--- src/rtl/glitch_cmd_ctrl.sv ---
// glitch_cmd_ctrl: host command parser and glitch sequencer.
// Frames are 0x00 sync, a command byte, then an optional argument byte.
// Commands write the pattern/delay/width registers, forward a byte to the
// target UART, fire the glitch, or soft-reset the registers.
// The sequencer waits `delay` cycles, then plays 8 slots of (width+1)
// cycles each, driving glitch_out = pattern[slot], LSB first.
// Optional build macro GLITCH_CMD_ACK_EN: acknowledge every command over
// the host UART (command byte on success, 0xEE on error/reject).
module glitch_cmd_ctrl #(
  parameter int DELAY_W = 16,
  parameter int WIDTH_W = 8
) (
  input  logic       clk,
  input  logic       rst,
  input  logic [7:0] rx_data,
  input  logic       rx_valid,
  output logic [7:0] tgt_data,
  output logic       tgt_en,
  input  logic       tgt_rdy,
  output logic [7:0] tx_data,
  output logic       tx_en,
  input  logic       tx_rdy,
  output logic       glitch_out,
  output logic       busy,
  output logic       err
);

  typedef enum logic [1:0] {P_IDLE, P_CMD, P_ARG, P_FWD} pstate_t;
  typedef enum logic [1:0] {S_OFF, S_DELAY, S_SLOT} sstate_t;

  pstate_t            pstate;
  sstate_t            sstate;
  logic [7:0]         cmd_q;
  logic [7:0]         fwd_q;
  logic [7:0]         pattern_q;
  logic [DELAY_W-1:0] delay_q;
  logic [DELAY_W-1:0] dly_cnt;
  logic [WIDTH_W-1:0] width_q;
  logic [WIDTH_W-1:0] wid_cnt;
  logic [2:0]         slot_idx;

  logic cmd_byte, arg_byte, fwd_drop, fwd_send;
  logic do_soft_rst, do_fire, fire_rej, bad_cmd, wr_ok, wr_rej, err_hit;

  // Byte decode shared by the parser, the sequencer and the ack logic
  always_comb begin
    cmd_byte    = rx_valid && (pstate == P_CMD);
    arg_byte    = rx_valid && (pstate == P_ARG);
    fwd_drop    = rx_valid && (pstate == P_FWD);
    fwd_send    = tgt_rdy  && (pstate == P_FWD);
    do_soft_rst = cmd_byte && (rx_data == 8'hFF);
    do_fire     = cmd_byte && (rx_data == 8'h30) && !busy;
    fire_rej    = cmd_byte && (rx_data == 8'h30) && busy;
    bad_cmd     = cmd_byte && !(rx_data inside {8'h00, 8'hFF, 8'h30, 8'h10,
                                                8'h11, 8'h20, 8'h21, 8'h22});
    // Register writes are frozen while a sequence runs; forwards are not
    wr_ok       = arg_byte && (cmd_q != 8'h10) && !busy;
    wr_rej      = arg_byte && (cmd_q != 8'h10) && busy;
    err_hit     = fire_rej || bad_cmd || wr_rej || fwd_drop;
  end

  // Parser FSM: framing, register writes, target forward, error strobe
  always_ff @(posedge clk or posedge rst) begin
    if (rst) begin
      pstate    <= P_IDLE;
      cmd_q     <= 8'h00;
      fwd_q     <= 8'h00;
      pattern_q <= 8'h00;
      delay_q   <= '0;
      width_q   <= '0;
      tgt_data  <= 8'h00;
      tgt_en    <= 1'b0;
      err       <= 1'b0;
    end else begin
      err    <= err_hit;
      tgt_en <= 1'b0;
      case (pstate)
        P_IDLE: if (rx_valid && rx_data == 8'h00) pstate <= P_CMD;
        P_CMD: if (rx_valid) begin
          cmd_q <= rx_data;
          case (rx_data)
            8'h00: pstate <= P_CMD;
            8'hFF: begin
              pattern_q <= 8'h00;
              delay_q   <= '0;
              width_q   <= '0;
              pstate    <= P_IDLE;
            end
            8'h10, 8'h11, 8'h20, 8'h21, 8'h22: pstate <= P_ARG;
            default: pstate <= P_IDLE;
          endcase
        end
        P_ARG: if (rx_valid) begin
          if (cmd_q == 8'h10) begin
            fwd_q  <= rx_data;
            pstate <= P_FWD;
          end else begin
            pstate <= P_IDLE;
            if (wr_ok) begin
              case (cmd_q)
                8'h11: pattern_q <= rx_data;
                8'h20: delay_q <= (delay_q & ~DELAY_W'(16'h00FF)) | DELAY_W'(rx_data);
                8'h21: delay_q <= (delay_q & ~DELAY_W'(16'hFF00)) | DELAY_W'({rx_data, 8'h00});
                8'h22: width_q <= WIDTH_W'(rx_data);
                default: ;
              endcase
            end
          end
        end
        P_FWD: if (fwd_send) begin
          tgt_en   <= 1'b1;
          tgt_data <= fwd_q;
          pstate   <= P_IDLE;
        end
        default: pstate <= P_IDLE;
      endcase
    end
  end

  // Glitch sequencer: delay countdown, then 8 slots of width+1 cycles
  always_ff @(posedge clk or posedge rst) begin
    if (rst) begin
      sstate     <= S_OFF;
      dly_cnt    <= '0;
      wid_cnt    <= '0;
      slot_idx   <= 3'd0;
      busy       <= 1'b0;
      glitch_out <= 1'b0;
    end else if (do_soft_rst) begin
      sstate     <= S_OFF;
      busy       <= 1'b0;
      glitch_out <= 1'b0;
    end else begin
      case (sstate)
        S_OFF: if (do_fire) begin
          busy     <= 1'b1;
          slot_idx <= 3'd0;
          wid_cnt  <= width_q;
          // Zero delay goes straight to slot 0 on the cycle after the fire
          if (delay_q == '0) begin
            sstate     <= S_SLOT;
            glitch_out <= pattern_q[0];
          end else begin
            sstate  <= S_DELAY;
            dly_cnt <= delay_q;
          end
        end
        S_DELAY: begin
          if (dly_cnt == DELAY_W'(1)) begin
            sstate     <= S_SLOT;
            glitch_out <= pattern_q[0];
          end else begin
            dly_cnt <= dly_cnt - DELAY_W'(1);
          end
        end
        S_SLOT: begin
          if (wid_cnt == '0) begin
            if (slot_idx == 3'd7) begin
              sstate     <= S_OFF;
              busy       <= 1'b0;
              glitch_out <= 1'b0;
            end else begin
              slot_idx   <= slot_idx + 3'd1;
              glitch_out <= pattern_q[slot_idx + 3'd1];
              wid_cnt    <= width_q;
            end
          end else begin
            wid_cnt <= wid_cnt - WIDTH_W'(1);
          end
        end
        default: sstate <= S_OFF;
      endcase
    end
  end

`ifdef GLITCH_CMD_ACK_EN
  logic       ack_ev;
  logic       ack_pend;
  logic [7:0] ack_val;
  logic [7:0] ack_buf;

  // Ack source select; an error outranks a forward completing the same cycle
  always_comb begin
    ack_ev  = 1'b0;
    ack_val = 8'h00;
    if (do_soft_rst || do_fire) begin
      ack_ev  = 1'b1;
      ack_val = rx_data;
    end else if (wr_ok) begin
      ack_ev  = 1'b1;
      ack_val = cmd_q;
    end else if (fwd_send) begin
      ack_ev  = 1'b1;
      ack_val = 8'h10;
    end
    if (err_hit) begin
      ack_ev  = 1'b1;
      ack_val = 8'hEE;
    end
  end

  // One-entry ack buffer; a newer ack replaces a pending one
  always_ff @(posedge clk or posedge rst) begin
    if (rst) begin
      ack_pend <= 1'b0;
      ack_buf  <= 8'h00;
      tx_en    <= 1'b0;
      tx_data  <= 8'h00;
    end else begin
      tx_en <= 1'b0;
      // Skip the cycle right after a send so tx_en never stretches
      if (ack_pend && tx_rdy && !tx_en) begin
        tx_en    <= 1'b1;
        tx_data  <= ack_buf;
        ack_pend <= 1'b0;
      end
      if (ack_ev) begin
        ack_pend <= 1'b1;
        ack_buf  <= ack_val;
      end
    end
  end
`else
  assign tx_en   = 1'b0;
  assign tx_data = 8'h00;
  logic unused_tx_rdy;
  assign unused_tx_rdy = tx_rdy;
`endif

endmodule
--- config.mk ---
export PLATFORM = sky130hd
export DESIGN_NAME = glitch_cmd_ctrl
export DESIGN_NICKNAME = d
export VERILOG_FILES = /design/src/rtl/glitch_cmd_ctrl.sv
export SDC_FILE = /design/constraint.sdc
export NUM_CORES = 1
export LEC_CHECK = 0
export CAP_MARGIN = 20
export CELL_PAD_IN_SITES_DETAIL_PLACEMENT = 1
export CELL_PAD_IN_SITES_GLOBAL_PLACEMENT = 1
export CORE_AREA = 2 2 105 107
export DETAILED_ROUTE_END_ITERATION = 8
export DIE_AREA = 0 0 107 109
export PLACE_DENSITY_LB_ADDON = 0.15
export SLEW_MARGIN = 20
export SYNTH_ARGS = -nofsm -noshare
export SYNTH_HDL_FRONTEND = slang
export SYNTH_SLANG_ARGS = --single-unit
--- constraint.sdc ---
create_clock -name clk -period 3.6 [get_ports clk]
set_input_delay 0.72 -clock clk [delete_from_list [all_inputs] [get_ports clk]]
set_output_delay 0.72 -clock clk [all_outputs]
set_load 0.005 [all_outputs]
==> impl_metrics.env <==
export IMPL_fin_crit_ns=2.88
export IMPL_gp_congestion=0.792
export IMPL_area_growth_pct=12.3
export IMPL_syn_inst=459
export IMPL_finalMaxSlewViolations=0
export IMPL_worst_clock_skew_ns=0.00956
export IMPL_total_leakage_power_nw=2.43
export IMPL_cap_violations=0
export IMPL_placedCellCount=609
export IMPL_fin_nets=499
export IMPL_setup_tns_final_ns=0
export IMPL_hold_viol=0
export IMPL_cp_arrival_ns=3.13
export IMPL_hp_class="reg -> reg"
export IMPL_yosys_register_bits=91
export IMPL_final_common_cell="dfrtp_1"
export IMPL_route_detailed_drc=0
export IMPL_dp_hpwl_um=8710
export IMPL_portBuffers=23
export IMPL_max_freq_mhz=347
export IMPL_cts_made_buffers=9
export IMPL_yosys_most_used_dff="dfrtp_1"
export IMPL_grt_pass1_vias=3841
export IMPL_wl_um=12100
export IMPL_dieArea_mm2=0.0117
export IMPL_ctsHoldBuffers=0
export IMPL_die_w_um=107
export IMPL_p_per_area_mw_per_mm2=393
export IMPL_max_slew_margin_pct=51.1
export IMPL_cts_buffer_depth=2
export IMPL_grt_pass1_wl_um=20600
export IMPL_cp_end_kind="flop"
export IMPL_irDropWorstVdd_mv=0.239
export IMPL_vias_per_cell=5.82
export IMPL_critPathKind="in -> reg"
export IMPL_filler_cell_count=1180
export IMPL_synth_cell_types=61
export IMPL_power_frac_clock_pct=36.7
export IMPL_combPwrFrac_pct=11.3
export IMPL_status="finished clean"
export IMPL_clk_insertion_delay_late_ns=0.37
export IMPL_postCtsSetupBuffers=0
export IMPL_detailedRoute_firstIterationViolations=171
export IMPL_ios=34
export IMPL_vias=3637
export IMPL_final_cells=625
export IMPL_h_tree_depth=3
export IMPL_synth_edf_count=0
export IMPL_cts_root_buf="clkbuf_8"
export IMPL_tritoncts="built"
export IMPL_syn_avg_cell_area_um2=10.6
export IMPL_synthArstFlopShare_pct=100
export IMPL_crit_fanout=8
export IMPL_core_mm2=0.0106
export IMPL_post_route_period_util_pct=79.9
export IMPL_start_kind="input pin"
export IMPL_crit_required_ns=3.85
export IMPL_seq_power_share_pct=52.0
export IMPL_die_y_um=109
export IMPL_layout_drive_gt1_share_pct=19.2
export IMPL_worstRegToRegCells=7
export IMPL_sw_frac_of_total_pct=26.1
export IMPL_power_switching_mw=0.559
export IMPL_grt_max_degree=59
export IMPL_antenna_found_initial=0
export IMPL_cts_sinks=91
export IMPL_rows=38
export IMPL_internal_power_mw=1.58
export IMPL_wl_per_cell_um=19.3
export IMPL_cts_resized=0
export IMPL_synth_seq_area_share_pct=47.0
export IMPL_finalSetupViolations=0
export IMPL_min_path_cells=1
export IMPL_layout_common_cells="dfrtp_1, nor2_1, mux2_2"
export IMPL_yosysWarnings=0
export IMPL_worstMarginPinSlew_ns=0.732
export IMPL_netlist_area_mm2=0.00484
export IMPL_drtPass1Iterations=4
export IMPL_rsz0062_at_grt="no"
export IMPL_gr_total_overflow=0
export IMPL_track_usage_pct=22.8
export IMPL_start_util_pct=45.7
export IMPL_clk_pin_slew_ns=0.09
export IMPL_n_antenna_cell=0
export IMPL_ant_nets=0
[path summary, 6_finish.rpt]
check / slack, ns / to / from
worst min register to register: 0.51 / tgt_data[6] / fwd_q[6]
worst min-delay path: 0.51 / tgt_data[6] / fwd_q[6]
worst max-delay path: 0.72 / width_q[0] / rx_data[4]
worst max register to register: 1.14 / wid_cnt[0] / wid_cnt[0]
max in group asynchronous: 2.16 / pattern_q[3] / rst
min in group asynchronous: 0.73 / tgt_en / rst
[sequential cells by signal (all words and copies together) (netlist names)]
| name | count |
|---|---|
| slot_idx | 3 |
| tgt_data | 8 |
| sstate | 2 |
| fwd_q | 8 |
| width_q | 8 |
| err | 1 |
| delay_q | 16 |
| wid_cnt | 8 |
| pattern_q | 8 |
| glitch_out | 1 |
| dly_cnt | 16 |
| tgt_en | 1 |
| pstate | 2 |
| cmd_q | 8 |
| busy | 1 |
[worst max-delay path, stage by stage]
cell and delay, ns:
clkdlybuf4s50_1 0.66, nand2_1 0.19, or4_1 0.59, o31ai_2 0.13
o21a_1 0.49, mux2_4 0.34
[per-stage QoR]
step	instance area, µm²	worst slack [ns]	total power [mW]	hold WS, ns	utilization (%)
global route	5440	0.608	2.25	0.532	51.3
floorplan	4870	0.516	1.30	0.474	-
finish	5440	0.722	2.14	0.506	51.3
global placement	5210	0.374	1.36	0.485	49.2
CTS	5440	0.733	2.17	0.514	51.3
detailed placement	5210	0.331	1.38	0.492	49.2
[logic make-up (layout without fill, tap and decap cells)]
| logic type | count (synthesis) | after routing | synth area share (%) |
|---|---|---|---|
| other | 1 | 9 | 0.0774 |
| DFF | 91 | 91 | 47.0 |
| AOI/OAI and AO/OA | 129 | 129 | 18.1 |
| muxes | 46 | 46 | 11.5 |
| and+or+nand+nor | 132 | 132 | 16.2 |
| adders and majority gates | 6 | 6 | 1.55 |
| buffers and inverters | 54 | 72 | 5.58 |
[power groups by stage]
stage                     sequential, mW  clock (mW)  combinational (mW)
after global routing                1.12       0.848               0.279
after detailed placement            1.13           0               0.246
after floorplan                     1.12           0               0.184
after CTS                           1.11       0.812               0.246
final                               1.11       0.784               0.241
after global placement              1.13           0               0.233
[layout make-up]
cell class              count  area (µm²)  area share [%]
inverters                  17        65.1            1.20
well taps                 140         175            3.22
repair buffers             39         363            6.67
clock inverters             6        88.8            1.63
multi-input cells         322        2330            42.9
clock buffers              10         138            2.53
flip-flops and latches     91        2280            41.9
[Yosys cell counts, drive strengths merged, types with 7 or more instances]
cell type	n	area, µm²
a22o	18	158
nor2b	7	43.8
dfrtp	91	2280
clkbuf	13	51.3
a31oi	9	56.3
o22a	7	61.3
nand2	10	37.5
a211oi	8	60.1
inv	17	63.8
o21ai	32	168
nor4	12	90.1
mux2	42	503
and2	12	75.1
a21oi	28	140
nor3	11	55.1
buf	24	155
nor2	38	143
[metal layers]
layer	GRT usage, %	part of all wire [%]
met5	0	0
met4	6.68	1.5
met3	4.60	2.4
met2	36.9	48
met1	31.3	49
Note: power is estimated with default switching activity, not from simulation.
